File: src/rtl/loader_pkg.sv
// Shared types and defaults for the loader-to-RAM bridge: bridge states,
// the buffered write entry and default geometry.
package loader_pkg;

   localparam int LDR_DATA_W    = 8;
   localparam int LDR_ADDR_W    = 16;
   localparam int LDR_DEPTH     = 4;
   localparam int LDR_WR_CYCLES = 2;

   typedef enum logic [1:0] {
      ST_IDLE   = 2'd0,
      ST_BUSREQ = 2'd1,
      ST_WRITE  = 2'd2,
      ST_HOLD   = 2'd3
   } bridge_state_e;

   typedef struct packed {
      logic [LDR_ADDR_W-1:0] addr;
      logic [LDR_DATA_W-1:0] data;
   } wr_entry_t;

endpackage

File: src/rtl/loader_fifo.sv
// Synchronous FIFO of write entries. A push while full is refused; count_nxt
// exposes the post-edge occupancy so callers can register flags against it.
module loader_fifo
   import loader_pkg::*;
#(
   parameter type entry_t = wr_entry_t,
   parameter int  DEPTH   = LDR_DEPTH
) (
   input  logic                   clock,
   input  logic                   reset,
   input  logic                   push,
   input  entry_t                 wr_entry,
   input  logic                   pop,
   output entry_t                 head,
   output logic                   full,
   output logic                   empty,
   output logic [$clog2(DEPTH):0] count,
   output logic [$clog2(DEPTH):0] count_nxt
);

   localparam int PTR_W = $clog2(DEPTH);
   localparam int CNT_W = PTR_W + 1;

   entry_t             mem [DEPTH];
   logic [PTR_W-1:0]   wr_ptr;
   logic [PTR_W-1:0]   rd_ptr;
   logic               do_push;
   logic               do_pop;

   assign full    = (count == CNT_W'(DEPTH));
   assign empty   = (count == '0);
   assign do_push = push && !full;
   assign do_pop  = pop && !empty;
   assign head    = mem[rd_ptr];

   // NOTE: give every always_comb output a default first so no path leaves it unassigned (that would infer a latch).
   always_comb begin
      count_nxt = count;
      if (do_push && !do_pop)
         count_nxt = count + CNT_W'(1);
      else if (!do_push && do_pop)
         count_nxt = count - CNT_W'(1);
   end

   // NOTE: sequential state uses non-blocking assignments so every flop samples pre-edge values.
   always_ff @(posedge clock) begin
      if (reset) begin
         wr_ptr <= '0;
         rd_ptr <= '0;
         count  <= '0;
      end else begin
         if (do_push) wr_ptr <= wr_ptr + PTR_W'(1);
         if (do_pop)  rd_ptr <= rd_ptr + PTR_W'(1);
         count <= count_nxt;
      end
   end

   // NOTE: storage is not reset; the cleared pointers/count already mark every entry invalid.
   always_ff @(posedge clock) begin
      if (do_push) mem[wr_ptr] <= wr_entry;
   end

endmodule

File: src/rtl/loader_ram_bridge.sv
// Buffers loader byte writes, takes the Z80 bus via BUSRQ/BUSAK, drains them into
// RAM and defers the execute jump. Define LOADER_CHECKSUM_EN to add a checksum output.
module loader_ram_bridge
   import loader_pkg::*;
#(
   parameter int DATA      = LDR_DATA_W,
   parameter int ADDR      = LDR_ADDR_W,
   parameter int DEPTH     = LDR_DEPTH,
   parameter int WR_CYCLES = LDR_WR_CYCLES
) (
   input  logic            clock,
   input  logic            reset,
   input  logic            loader_download,
   input  logic            loader_wr,
   input  logic [ADDR-1:0] loader_addr,
   input  logic [DATA-1:0] loader_data,
   input  logic [ADDR-1:0] execute_addr,
   input  logic            execute_enable,
   output logic            loader_wait,
   output logic            cpu_busrq,
   input  logic            cpu_busak,
   output logic [ADDR-1:0] ram_addr,
   output logic [DATA-1:0] ram_dout,
   output logic            ram_we,
   output logic            exec_req,
   output logic [ADDR-1:0] exec_addr,
   input  logic            exec_ack,
   output logic            overflow,
   output logic            busy
`ifdef LOADER_CHECKSUM_EN
   ,
   output logic [7:0]      checksum
`endif
);

   localparam int CNT_W  = $clog2(DEPTH) + 1;
   localparam int BEAT_W = $clog2(WR_CYCLES + 1);

   localparam logic [1:0] IDLE   = ST_IDLE;
   localparam logic [1:0] BUSREQ = ST_BUSREQ;
   localparam logic [1:0] WRITE  = ST_WRITE;
   localparam logic [1:0] HOLD   = ST_HOLD;

   typedef struct packed {
      logic [ADDR-1:0] addr;
      logic [DATA-1:0] data;
   } entry_t;

   logic [1:0]        state;
   logic [BEAT_W-1:0] beat;
   logic              dl_q;
   logic              dl_rise;
   logic              pending;
   logic              last_beat;

   entry_t            wr_entry;
   entry_t            fifo_head;
   logic              fifo_full;
   logic              fifo_empty;
   logic [CNT_W-1:0]  fifo_count;
   logic [CNT_W-1:0]  fifo_count_nxt;

   assign wr_entry  = '{addr: loader_addr, data: loader_data};
   assign last_beat = (state == WRITE) && (beat == BEAT_W'(WR_CYCLES - 1));
   assign dl_rise   = loader_download && !dl_q;

   loader_fifo #(
      .entry_t (entry_t),
      .DEPTH   (DEPTH)
   ) u_fifo (
      .clock     (clock),
      .reset     (reset),
      .push      (loader_wr),
      .wr_entry  (wr_entry),
      .pop       (last_beat),
      .head      (fifo_head),
      .full      (fifo_full),
      .empty     (fifo_empty),
      .count     (fifo_count),
      .count_nxt (fifo_count_nxt)
   );

   // Outputs decode straight from the state register, so reset drops them on the same edge.
   assign cpu_busrq = (state != IDLE);
   assign ram_we    = (state == WRITE);
   assign ram_addr  = ram_we ? fifo_head.addr : '0;
   assign ram_dout  = ram_we ? fifo_head.data : '0;
   assign busy      = !fifo_empty || (state != IDLE);

   always_ff @(posedge clock) begin
      if (reset) begin
         state <= IDLE;
         beat  <= '0;
      end else begin
         case (state)
            IDLE:
               if (!fifo_empty) state <= BUSREQ;
            BUSREQ:
               if (cpu_busak) begin
                  state <= WRITE;
                  beat  <= '0;
               end
            // The bus is not re-checked mid-beat: BUSAK cannot drop while BUSRQ is held.
            WRITE:
               if (last_beat) begin
                  beat <= '0;
                  if (fifo_count_nxt == '0) state <= HOLD;
               end else begin
                  beat <= beat + BEAT_W'(1);
               end
            HOLD:
               if (!fifo_empty) begin
                  state <= WRITE;
                  beat  <= '0;
               end else if (!loader_download) begin
                  state <= IDLE;
               end
            default:
               state <= IDLE;
         endcase
      end
   end

   always_ff @(posedge clock) begin
      if (reset) begin
         dl_q        <= 1'b0;
         loader_wait <= 1'b0;
         overflow    <= 1'b0;
      end else begin
         dl_q        <= loader_download;
         loader_wait <= (fifo_count_nxt >= CNT_W'(DEPTH - 1));
         if (dl_rise)
            overflow <= 1'b0;
         if (loader_wr && fifo_full)
            overflow <= 1'b1;
      end
   end

   // The jump is offered only once the bus is released and every byte has landed.
   always_ff @(posedge clock) begin
      if (reset) begin
         pending   <= 1'b0;
         exec_req  <= 1'b0;
         exec_addr <= '0;
      end else begin
         if (exec_req && exec_ack) begin
            pending  <= 1'b0;
            exec_req <= 1'b0;
         end else begin
            exec_req <= pending && (state == IDLE) && (fifo_count == '0) && !loader_download;
         end
         if (execute_enable) begin
            pending   <= 1'b1;
            exec_addr <= execute_addr;
         end
      end
   end

`ifdef LOADER_CHECKSUM_EN
   always_ff @(posedge clock) begin
      if (reset)
         checksum <= '0;
      else if (dl_rise)
         checksum <= '0;
      else if (last_beat)
         checksum <= checksum + 8'(fifo_head.data);
   end
`endif

endmodule
File: config.mk
export PLATFORM = sky130hd
export DESIGN_NAME = loader_ram_bridge
export DESIGN_NICKNAME = d
export VERILOG_FILES = /design/src/rtl/loader_pkg.sv /design/src/rtl/loader_fifo.sv /design/src/rtl/loader_ram_bridge.sv
export SDC_FILE = /design/constraint.sdc
export NUM_CORES = 1
export LEC_CHECK = 0
export CORE_UTILIZATION = 52
export CTS_CLUSTER_DIAMETER = 150
export CTS_CLUSTER_SIZE = 10
export DETAILED_ROUTE_END_ITERATION = 8
export PLACE_DENSITY = 0.8
export SYNTH_ARGS = -nofsm -noshare
export SYNTH_HDL_FRONTEND = slang
export SYNTH_SLANG_ARGS = --single-unit
File: constraint.sdc
create_clock -name clock -period 2.88 [get_ports clock]
set_input_delay 0.432 -clock clock [delete_from_list [all_inputs] [get_ports clock]]
set_output_delay 0.432 -clock clock [all_outputs]
set_load 0.05 [all_outputs]
## Yosys cells after proc, flatten, opt, wreduce, memory -nomap -nowiden

Memory sizes are Yosys's and may differ from the RTL's. A register that Yosys moved wholly into a read port is not among the register bits.
Cells that the tools add are included.
W data, S select, Z words.

- Divide/modulo/power cells: 0
- Multiply operators: 0
- $add $sub $neg: 5
- Magnitude comparators: 1
- Shift-type cells: 0
- Eq/ne operators: 11
- Multiplexer cells: 23
- Reduce and logical (&&, ||, !) cells: 28
- Bitwise operators: 0

Operators with widths:

| cell | count |
|---|---|
| $mux W2 | 11 |
| $mux W16 | 1 |
| $logic_and A1 B1 Y1 | 11 |
| $mux W8 | 1 |
| $pmux W2 S4 | 1 |
| $add A2 B1 Y2 const B | 3 |
| $logic_not A1 Y1 | 6 |
| $logic_not A3 Y1 | 2 |
| $mux W1 | 6 |
| $mux W3 | 2 |
| $ne A2 B2 Y1 const B | 3 |
| $pmux W2 S3 | 1 |
| $reduce_bool A2 Y1 | 3 |
| $reduce_and A5 Y1 | 1 |
| $eq A2 B1 Y1 const B | 2 |
| $eq A2 B2 Y1 const B | 2 |
| $ne A2 B1 Y1 const B | 2 |
| $add A3 B1 Y3 const B | 1 |
| $eq A3 B3 Y1 const B | 1 |
| $ge A3 B2 Y1 const B | 1 |
| $ne A3 B3 Y1 const B | 1 |
| $reduce_and A3 Y1 | 1 |
| $reduce_bool A3 Y1 | 1 |
| $sub A3 B1 Y3 const B | 1 |
| other kinds (3) | 3 |

- ROM bits: 0
- Register bits after elaboration: 32
- Memories kept: 1
- Output and inout port bits: 46
- Word-level logic and storage cells: 80
- Input port bits: 47
- Latch bits: 0
- Memory bits (writable): 96

Memories:

| memory | words | width | rd ports | clocked after memory_dff | write ports | RTL line | RTL |
|---|---|---|---|---|---|---|---|
| u_fifo.mem | 4 | 24 | 1 | 1 | 1 | loader_fifo.sv:24 | `entry_t mem [DEPTH];` |

## Logic depth before layout (Yosys ltp)

Gate-level depths: netlist of the first run.

- Word-level depth: 11
- Gate-level depth with buffers: 8
- Mapped depth without buffers: 7

## Modules after synthesis

A second synthesis of the first run with hierarchy kept.

- Cells, all modules: 327
- Area, all modules: 5196.2 µm²

By module, submodules not included:

| module | sequential area each (µm²) | area an instance (µm²) | cells an instance | times used |
|---|---|---|---|---|
| loader_fifo | 3062.9 | 4066.4 | 201 | 1 |
| loader_ram_bridge | 500.5 | 1129.8 | 126 | 1 |

## Worst setup path after synthesis of the first run

Ideal clock, no wire load.

- Kind: register to output
- Start point: register with a tool-made name
- End point: output port ram_addr[10]
- Buffers on the path: 2
- Path slack: 0.642 ns
- Cell stages (with the launch flop): 5
- Arrival: 1.806 ns
- Required time: 2.448 ns
- Cells stage by stage: dfxtp_1 buf_1 clkbuf_1 mux4_2 nor2b_1

RTL lines:

| what | RTL line | RTL |
|---|---|---|
| to (decl) | loader_ram_bridge.sv:22 | `output logic [ADDR-1:0] ram_addr,` |

==> flow_metrics.env, run 1 <==
export IMPL_cp_start_kind="flip-flop"
export IMPL_ys_warn_count=0
export IMPL_synth_seq_area_share_pct=69.6
export IMPL_clock_sinks=130
export IMPL_cts_path_max_buffers=2
export IMPL_die_w_um=101
export IMPL_layout_nets=467
export IMPL_n_antenna_cell=0
export IMPL_cts_made_buffers=17
export IMPL_post_cts_buffers=0
export IMPL_start_util_pct=54.6
export IMPL_grt_use_total_pct=21.4
export IMPL_worst_pin_slew_ns=0.955
export IMPL_cts_tree="yes"
export IMPL_die_y_um=101
export IMPL_arrival_ns=2.17
export IMPL_async_reset_ff_share_pct=0
export IMPL_wl_mm=9.98
export IMPL_hold_start="pending$_SDFFE_PP0P_"
export IMPL_drc=0
export IMPL_drt_iter0_drc=154
export IMPL_place_inst=523
export IMPL_htreeDepth=4
export IMPL_timing_final_ws_setup_ns=0.277
export IMPL_ys_types=38
export IMPL_numPortBuffers=92
export IMPL_layout_common_cells="edfxtp_1 (96), clkdlybuf4s50_1 (66), dfxtp_1 (33)"
export IMPL_finalSetupTns_ns=0
export IMPL_grt_overflow_total=0
export IMPL_antenna_found_initial=0
export IMPL_reg2reg_from="u_fifo.count[0]$_SDFF_PP0_"
export IMPL_io_pins=93
export IMPL_min_period_over_period_pct=90.4
export IMPL_ir_worst_vdd_mv=0.482
export IMPL_synth_main_ff_cell="edfxtp_1"
export IMPL_holdWs_ns=0.453
export IMPL_clk_latency_ns=0.51
export IMPL_synthXorXnorAreaFrac_pct=0.855
export IMPL_syn_num_nets=362
export IMPL_max_cap_viol_count=0
export IMPL_synth_fa_ha_area_share_pct=1.71
export IMPL_finalCriticalPeriod_ns=2.60
export IMPL_grt_pass1_wl_mm=15.7
export IMPL_synth_edf_count=96
export IMPL_utilization_pct=75.2
export IMPL_die_area_mm2=0.0102
export IMPL_dpl_hpwl_mm=6.19
export IMPL_drive_above_1_share_pct=23.5
export IMPL_syn_avg_cell_area_um2=16.6
export IMPL_std_cell_rows=35
export IMPL_gp_congestion=0.760
export IMPL_place_ws_ns=0.581
export IMPL_area_growth_synth_to_final_pct=37.7
export IMPL_powerDensity_mw_per_mm2=703
export IMPL_max_slew_margin_rel_pct=36.1
export IMPL_syn_inst=308
export IMPL_critical_path_class="reg -> out"
export IMPL_critPathRequiredTime_ns=2.45
export IMPL_fmax_mhz=384
export IMPL_avgViaCountPerCell=5.33
export IMPL_synth_simple_area_share_pct=8.65
export IMPL_cts_hold_buf=0
export IMPL_dr_pass1_iters=4
export IMPL_grt_start_max_net_pins=26
export IMPL_wl_per_cell_um=18.0
export IMPL_setup_violations=0
export IMPL_path_max_fanout=24
export IMPL_synth_compound_area_share_pct=3.03
export IMPL_via_count=2951
export IMPL_antenna_left=0
export IMPL_ys_seq_elements=130
export IMPL_synth_top_family_by_area="multiplexers"
export IMPL_status="finished, final reports clean"
export IMPL_maxSlewViolCount=0
export IMPL_skew_ns=0.00999
export IMPL_syn_area_mm2=0.00512
export IMPL_p_leak_nw=2.48
export IMPL_end_kind="output port"
export IMPL_clkSlewWorstSetupHoldPaths_ns=0.06
export IMPL_grt_pass1_vias=3094
export IMPL_instances_no_fill=554
export IMPL_hold_viol=0
export IMPL_synth_mux_area_share_pct=14.1
export IMPL_rsz0062_at_grt="no"
export IMPL_final_common_cell="edfxtp_1"
export IMPL_cts_root_buffer="clkbuf_8"
export IMPL_core_mm2=0.00937
export IMPL_hold_path_class="reg -> reg"
## report_power, final
part | switching, mW | internal (mW) | total (mW)
Sequential | 0.0486 | 2.12 | 2.17
Clock | 0.768 | 1.31 | 2.08
Combinational | 0.401 | 0.314 | 0.714
Total | 1.22 | 3.74 | 4.96
## final timing paths
path / end / cells past startpoint / slack [ns]
max: ram_dout[7] / 4 / 0.28
min: exec_req$_SDFF_PP0_ / 2 / 0.45
max reg2reg: state[0]$_SDFFE_PP0P_ / 8 / 0.86
min reg2reg: exec_req$_SDFF_PP0_ / 2 / 0.45
## per-stage QoR
step                instance area, um2  total power [mW]
floorplan                         5120              2.61
global placement                  6470              2.89
detailed placement                6470              2.92
CTS                               7050              5.01
global route                      7050              5.12
finish                            7050              4.96
## worst max-delay path, stage by stage, from the launching register on
cell     delay, ns
dfxtp_2       0.31
buf_4         0.41
mux4_2        0.57
nor2b_1       0.19
buf_12        0.18
## layout make-up
type,count,area (um2)
fillers,573,2320
multi-input cells,154,1450
clock inverters,13,161
clock buffers,18,418
repair buffers,103,1270
inverters,7,26.3
flip-flops and latches,130,3560
well taps,129,161
## logic make-up after synthesis
| group | count (synthesis) |
|---|---|
| mux | 42 |
| simple gates | 80 |
| flops | 130 |
| compound gates | 20 |
| xor+xnor | 5 |
| buf+inv | 24 |
| fa+ha+maj | 7 |
## timing repair
item | in CTS | in global routing
endpoints found under the setup margin | 0 | 1
hold endpoints to repair | 0 | 0
gates resized for setup | 0 | 1
## registers in the layout, indices dropped and copies added (netlist names), named ones only
register and count:
state 2, u_fifo.wr_ptr 2, loader_wait 1, u_fifo.rd_ptr 2, pending 1, exec_req 1
u_fifo.count 3, dl_q 1, overflow 1, u_fifo.mem 96, beat 2, exec_addr 16
## cell usage after synthesis, types with 3 or more instances
library cell	number	share of area, %
nand2_1	6	0.44
nor2_1	32	2.3
and2_1	4	0.49
a21oi_1	6	0.59
o21ai_0	5	0.49
clkbuf_1	9	0.66
buf_2	4	0.39
inv_1	7	0.51
edfxtp_1	96	56
xnor2_1	3	0.51
dfxtp_1	34	13
nor2b_1	25	3.1
mux2i_1	17	3.3
mux4_2	24	11
ha_1	7	1.7
## metal layers
layer / GRT usage (%) / wire [um] / vias up
met4: 8.58 / 154 / 0
li1: - / - / 1363
met1: 25.9 / 4110 / 1466
met3: 7.80 / 631 / 15
met5: 0 / 0 / -
met2: 35.3 / 5080 / 107
Power figures use the tool's default switching activity.
==> inputs of run 2 (changes only) <==
--- a/config.mk
+++ b/config.mk
@@ -9,7 +9,9 @@
 export CTS_CLUSTER_DIAMETER = 150
 export CTS_CLUSTER_SIZE = 10
 export DETAILED_ROUTE_END_ITERATION = 8
+export MAX_ROUTING_LAYER = met4
 export PLACE_DENSITY = 0.8
+export SLEW_MARGIN = 5
 export SYNTH_ARGS = -nofsm -noshare
 export SYNTH_HDL_FRONTEND = slang
 export SYNTH_SLANG_ARGS = --single-unit
==> run 2 against run 1 <==
Utilization unchanged. Sequential share of layout area unchanged. Clock skew barely moved.
==> flow_metrics.env, run 2 (same netlist as run 1, synthesis figures left out) <==
export IMPL_status="finished, final reports clean"
export IMPL_layout_nets=467
export IMPL_netSwitchingFraction_pct=24.6
export IMPL_area_growth_synth_to_final_pct=37.7
export IMPL_hold_path_class="reg -> reg"
export IMPL_skew_ns=0.00981
export IMPL_min_period_over_period_pct=90.4
export IMPL_cp_top_family="buffers and inverters"
export IMPL_setup_violations=0
export IMPL_hold_start="pending$_SDFFE_PP0P_"
export IMPL_hold_viol=0
export IMPL_worst_pin_slew_ns=0.954
export IMPL_grt_use_total_pct=22.2
export IMPL_die_w_um=101
export IMPL_cts_root_buffer="clkbuf_8"
export IMPL_grt_pass1_vias=3106
export IMPL_wl_per_cell_um=18.1
export IMPL_finalCriticalPeriod_ns=2.60
export IMPL_rsz0062_at_grt="no"
export IMPL_std_cell_rows=35
export IMPL_p_int_mw=3.74
export IMPL_via_count=2943
export IMPL_path_max_fanout=24
export IMPL_die_y_um=101
export IMPL_start_util_pct=54.6
export IMPL_grt_overflow_total=0
export IMPL_critPathRequiredTime_ns=2.45
export IMPL_clkPwrFrac_pct=41.9
export IMPL_post_cts_buffers=0
export IMPL_crit_chain="buf_4 -> mux4_2 -> nor2b_1 -> buf_12"
export IMPL_grt_pass1_wl_mm=15.7
export IMPL_drive_above_1_share_pct=23.5
export IMPL_critical_path_slowest_cell="mux4_2"
export IMPL_reg_largest_list="u_fifo.mem (96), exec_addr (16), u_fifo.count (3)"
export IMPL_end_kind="output port"
export IMPL_final_common_cell="edfxtp_1"
export IMPL_clkSlewWorstSetupHoldPaths_ns=0.06
export IMPL_avgViaCountPerCell=5.31
export IMPL_critical_path_class="reg -> out"
export IMPL_ir_worst_vdd_mv=0.485
export IMPL_dr_pass1_iters=4
export IMPL_largest_register="u_fifo.mem"
export IMPL_antenna_found_initial=0
export IMPL_clk_latency_ns=0.51
export IMPL_wl_mm=10.0
export IMPL_cts_tree="yes"
export IMPL_maxSlewViolCount=0
export IMPL_cp_num_buf_inv=2
export IMPL_numPortBuffers=92
export IMPL_cpPeakStageDelay_ns=0.57
export IMPL_switching_power_mw=1.22
export IMPL_clock_sinks=130
export IMPL_cts_made_buffers=17
export IMPL_grt_start_max_net_pins=26
export IMPL_arrival_ns=2.17
export IMPL_utilization_pct=75.2
export IMPL_layout_common_cells="edfxtp_1 (96), clkdlybuf4s50_1 (66), dfxtp_1 (33)"
export IMPL_gp_congestion=0.770
export IMPL_core_mm2=0.00937
export IMPL_dpl_hpwl_mm=6.19
export IMPL_cp_start_kind="flip-flop"
export IMPL_post_route_cell_area_mm2=0.00705
export IMPL_fmax_mhz=384
export IMPL_drt_iter0_drc=149
export IMPL_finalSetupTns_ns=0
export IMPL_p_comb_share_pct=14.4
export IMPL_p_leak_nw=2.48
export IMPL_max_cap_viol_count=0
export IMPL_pwr_share_seq_pct=43.6
export IMPL_max_slew_margin_rel_pct=36.2
export IMPL_r2r_slack_ns=0.87
export IMPL_die_area_mm2=0.0102
export IMPL_io_pins=93
export IMPL_n_antenna_cell=0
export IMPL_reg2reg_from="u_fifo.count[0]$_SDFF_PP0_"
export IMPL_holdWs_ns=0.451
export IMPL_antenna_left=0
export IMPL_placed_cell_area_mm2=0.00647
export IMPL_cts_path_max_buffers=2
export IMPL_htreeDepth=4
export IMPL_largest_register_ffs=96
export IMPL_cts_hold_buf=0
export IMPL_powerDensity_mw_per_mm2=704
export IMPL_drc=0
run 2: cell counts in the layout (fill, tap and decap cells not counted):
Identical to the previous run, type by type.
run 2: what timing repair did:
| item | in CTS | in global routing |
|---|---|---|
| endpoints found under the hold margin | 0 | 0 |
| resized for setup | 0 | 1 |
| setup endpoints to repair | 0 | 1 |
run 2: metrics by stage:
stage	power, mW	setup WS [ns]	std cells
after detailed placement	2.92	0.581	523
after CTS	5.01	0.00795	554
after floorplan	2.61	0.642	308
after global placement	2.89	0.635	523
final	4.96	0.275	554
after global routing	5.12	0.156	554
run 2: worst register-to-register path: stages (launching register included):
cell	delay, ns
dfxtp_1	0.39
inv_1	0.10
ha_1	0.25
a21boi_2	0.26
buf_4	0.21
o21a_4	0.16
nor2_1	0.05
o31ai_1	0.34
o22ai_1	0.14
run 2: layout make-up:
class / count / area (um2)
Multi-Input combinational cell: 154 / 1450
Inverter: 7 / 26.3
Clock buffer: 18 / 418
Clock inverter: 13 / 161
Fill cell: 573 / 2320
Timing Repair Buffer: 103 / 1270
Sequential cell: 130 / 3560
Tap cell: 129 / 161
run 2: layer usage:
metal | global-route usage, % | up-vias | wire, um
met5 | - | - | 0
met4 | 8.58 | 0 | 159
met3 | 6.83 | 14 | 547
met2 | 35.4 | 117 | 5120
met1 | 26.5 | 1449 | 4210
li1 | - | 1363 | -
run 2: final timing paths:
kind	endpoint	cells past startpoint
max reg2reg	loader_wait$_SDFF_PP0_	8
min reg2reg	exec_req$_SDFF_PP0_	2
max	ram_dout[7]	4
min	exec_req$_SDFF_PP0_	2
run 2: power by group through the flow:
| stage | clock, mW | combinational, mW | sequential (mW) |
|---|---|---|---|
| 3_5_place_dp | 0 | 0.714 | 2.20 |
| 4_1_cts | 2.12 | 0.722 | 2.17 |
| 2_1_floorplan | 0 | 0.370 | 2.24 |
| 6_report | 2.08 | 0.715 | 2.17 |
| 3_3_place_gp | 0 | 0.699 | 2.19 |
| 5_1_grt | 2.19 | 0.755 | 2.17 |
==> inputs of run 3 (changes only) <==
--- a/config.mk
+++ b/config.mk
@@ -5,12 +5,13 @@
 export SDC_FILE = /design/constraint.sdc
 export NUM_CORES = 1
 export LEC_CHECK = 0
+export ABC_AREA = 1
 export CORE_UTILIZATION = 52
 export CTS_CLUSTER_DIAMETER = 150
 export CTS_CLUSTER_SIZE = 10
 export DETAILED_ROUTE_END_ITERATION = 8
 export MAX_ROUTING_LAYER = met4
-export PLACE_DENSITY = 0.8
+export PLACE_DENSITY = 0.79
 export SLEW_MARGIN = 5
 export SYNTH_ARGS = -nofsm -noshare
 export SYNTH_HDL_FRONTEND = slang
==> run 3 against run 2 <==
First-iteration DRC count rose by 83%. Sequential share of layout area decreased by 0.59 points. Clock-buffer cell count is 5 higher. Combinational power is 110% higher. Fmax decreased by 5.3%. Area after synthesis rose by 1.7%. Global-route usage is 0.70 points higher. Worst hold slack better by 0.011 ns. Routed wire length increased by 11%. Design area is 1.2% higher. Highest routed layer unchanged.
==> flow_metrics.env, run 3 <==
export IMPL_cts_made_buffers=17
export IMPL_cpPeakStageDelay_ns=0.39
export IMPL_cts_root_buffer="clkbuf_8"
export IMPL_n_antenna_cell=0
export IMPL_syn_inst=483
export IMPL_arrival_ns=2.32
export IMPL_start_util_pct=53.5
export IMPL_worst_pin_slew_ns=0.673
export IMPL_reg2reg_depth=6
export IMPL_hold_viol=0
export IMPL_drt_iter0_drc=273
export IMPL_critical_path_class="reg -> out"
export IMPL_place_ws_ns=0.550
export IMPL_drc=0
export IMPL_layout_common_cells="nor2_1 (140), edfxtp_1 (96), o21ai_0 (69)"
export IMPL_clk_latency_ns=0.51
export IMPL_end_kind="output port"
export IMPL_status="finished, final reports clean"
export IMPL_dpl_hpwl_mm=6.68
export IMPL_hold_path_class="reg -> reg"
export IMPL_holdPathStages=2
export IMPL_multi_input_area_mm2=0.00145
export IMPL_cts_hold_buf=0
export IMPL_fillCellCount=632
export IMPL_cts_path_max_buffers=2
export IMPL_grt_use_total_pct=22.9
export IMPL_largest_register_ffs=96
export IMPL_setup_violations=0
export IMPL_hold_start="pending$_SDFFE_PP0P_"
export IMPL_cp_start_kind="flip-flop"
export IMPL_synth_top_area_cell="edfxtp_1"
export IMPL_wl_per_cell_um=15.4
export IMPL_gp_congestion=0.820
export IMPL_critical_path_slowest_cell="clkinvlp_4"
export IMPL_largest_register="u_fifo.mem"
export IMPL_synth_seq_area_share_pct=68.4
export IMPL_synth_edf_count=96
export IMPL_die_area_mm2=0.0104
export IMPL_rr_endpoint="u_fifo.mem[3][16]$_DFFE_PP_"
export IMPL_async_reset_ff_share_pct=0
export IMPL_core_mm2=0.00973
export IMPL_std_cell_rows=36
export IMPL_synthMostInstantiatedCell="nor2_1"
export IMPL_layout_nets=633
export IMPL_grt_start_max_net_pins=49
export IMPL_rsz0062_at_grt="no"
export IMPL_finalCriticalPeriod_ns=2.75
export IMPL_post_cts_buffers=0
export IMPL_skew_ns=0.00733
export IMPL_max_slew_margin_rel_pct=55.0
export IMPL_powerDensity_mw_per_mm2=822
export IMPL_antenna_found_initial=0
export IMPL_min_period_over_period_pct=95.5
export IMPL_syn_area_mm2=0.00521
export IMPL_synth_simple_area_share_pct=15.3
export IMPL_critPathRequiredTime_ns=2.45
export IMPL_numPortBuffers=92
export IMPL_final_common_cell="nor2_1"
export IMPL_htreeDepth=4
export IMPL_grt_pass1_wl_mm=17.3
export IMPL_syn_num_nets=537
export IMPL_ir_worst_vdd_mv=0.548
export IMPL_yosys_top_cells_area="edfxtp_1 (55%), dfxtp_1 (13%), nor2_1 (10%), o21ai_0 (6.6%), a21oi_1 (3.4%)"
export IMPL_io_pins=93
export IMPL_synth_fa_ha_area_share_pct=1.68
export IMPL_wl_mm=11.2
export IMPL_total_power_mw=5.87
export IMPL_ys_seq_elements=130
export IMPL_synth_main_ff_cell="edfxtp_1"
export IMPL_r2r_slack_ns=0.80
export IMPL_finalSetupTns_ns=0
export IMPL_clkSlewWorstSetupHoldPaths_ns=0.06
export IMPL_holdWs_ns=0.462
export IMPL_synth_top_area_share_pct=55.4
export IMPL_via_count=3787
export IMPL_min_to="exec_req$_SDFF_PP0_"
export IMPL_avgViaCountPerCell=5.22
export IMPL_maxSlewViolCount=0
export IMPL_reg2reg_from="u_fifo.count[0]$_SDFF_PP0_"
export IMPL_synthTopCellsByCount="nor2_1 (144), edfxtp_1 (96), o21ai_0 (69)"
export IMPL_p_leak_nw=2.64
export IMPL_ys_types=27
export IMPL_syn_avg_cell_area_um2=10.8
export IMPL_dr_pass1_iters=5
export IMPL_seqCellArea_mm2=0.00357
export IMPL_reg_largest_list="u_fifo.mem (96), exec_addr (16), u_fifo.count (3)"
export IMPL_utilization_pct=73.4
export IMPL_antenna_left=0
export IMPL_synth_compound_area_share_pct=10.3
export IMPL_die_y_um=102
export IMPL_timing_final_ws_setup_ns=0.129
export IMPL_die_w_um=102
export IMPL_synth_mux_area_share_pct=0
export IMPL_area_growth_synth_to_final_pct=37.1
export IMPL_path_max_fanout=26
export IMPL_crit_chain="buf_4 -> clkinvlp_4 -> nor2_1 -> o21ai_0 -> a21oi_1 -> buf_12"
export IMPL_clock_sinks=130
export IMPL_synthXorXnorAreaFrac_pct=0.336
export IMPL_ys_warn_count=0
export IMPL_grt_overflow_total=0
export IMPL_max_cap_viol_count=0
export IMPL_drive_above_1_share_pct=15.2
export IMPL_grt_pass1_vias=3601
export IMPL_synth_top_family_by_area="simple AND/OR/NAND/NOR gates"
export IMPL_fmax_mhz=363
export IMPL_cts_tree="yes"
## run 3: cell count changes in the layout (fill, tap and decap cells not counted), sizes merged, moves of 5 or more
cell,before,now
nor2,32,148
o21ai,5,69
a21oi,6,35
nor2b,25,0
inv,8,32
mux4,24,0
nand2,6,28
mux2i,17,0
buf,36,31
clkbuf,18,23
nand3,2,7
## run 3: how the worst max path moves through the flow
stage,cells past startpoint,slack (ns),end
6_report,6,0.13,ram_addr[14]
5_1_grt,6,0.02,ram_addr[14]
4_1_cts,6,0.02,ram_dout[0]
3_5_place_dp,4,0.55,ram_addr[0]
3_3_place_gp,4,0.59,ram_addr[0]
2_1_floorplan,6,0.49,u_fifo.mem[0][0]$_DFFE_PP_
## run 3: logic make-up (layout without fill, tap and decap cells)
| logic type | count (synthesis) | after routing |
|---|---|---|
| adders and majority gates | 7 | 7 |
| DFF | 130 | 130 |
| and+or+nand+nor | 186 | 186 |
| xor gates and xnor gates | 2 | 2 |
| buffers and inverters | 52 | 161 |
| AOI/OAI and AO/OA | 106 | 106 |
## run 3: layout make-up
cell class	count	area share [%]
sequential	130	50.0
multi-input combinational	301	20.4
timing repair buffer	99	17.2
clock buffer	23	7.29
tap	133	2.33
inverter	29	1.58
clock inverter	9	1.19
timing repair inverter	1	0.105
## run 3: metrics by stage
| step | cells | instance area (um2) |
|---|---|---|
| 2_1_floorplan | 483 | 5210 |
| 3_3_place_gp | 692 | 6520 |
| 3_5_place_dp | 692 | 6520 |
| 4_1_cts | 724 | 7120 |
| 5_1_grt | 725 | 7140 |
| 6_report | 725 | 7140 |
## run 3: per-layer routing
layer  GRT usage (%)  share of wire [%]  up-vias
li1                -                  -     1834
met1            28.8                 42     1786
met2            36.9                 50      155
met3            6.02                7.2       12
met4            5.71               0.86        0
met5               -                  0        -
## run 3: worst max-delay path: cells and delay by family (launching register included)
kind,cells,cell delay [ns]
AOI/OAI and AO/OA,2,0.43
buffers and inverters,3,0.89
DFF,1,0.30
and+or+nand+nor,1,0.19
## run 3: timing repair
| action | in CTS | in global routing |
|---|---|---|
| cloned | 0 | 1 |
| pin swaps | 0 | 0 |
| setup endpoints to repair | 1 | 23 |
| endpoints found under the hold margin | 0 | 0 |
| gates resized for setup | 1 | 3 |
## run 3: power breakdown
part / leakage, nW / internal (mW) / switching, mW
Combinational: 1.17 / 0.567 / 0.940
Clock: 0.305 / 1.35 / 0.772
Sequential: 1.16 / 2.16 / 0.0765
Total: 2.64 / 4.08 / 1.79
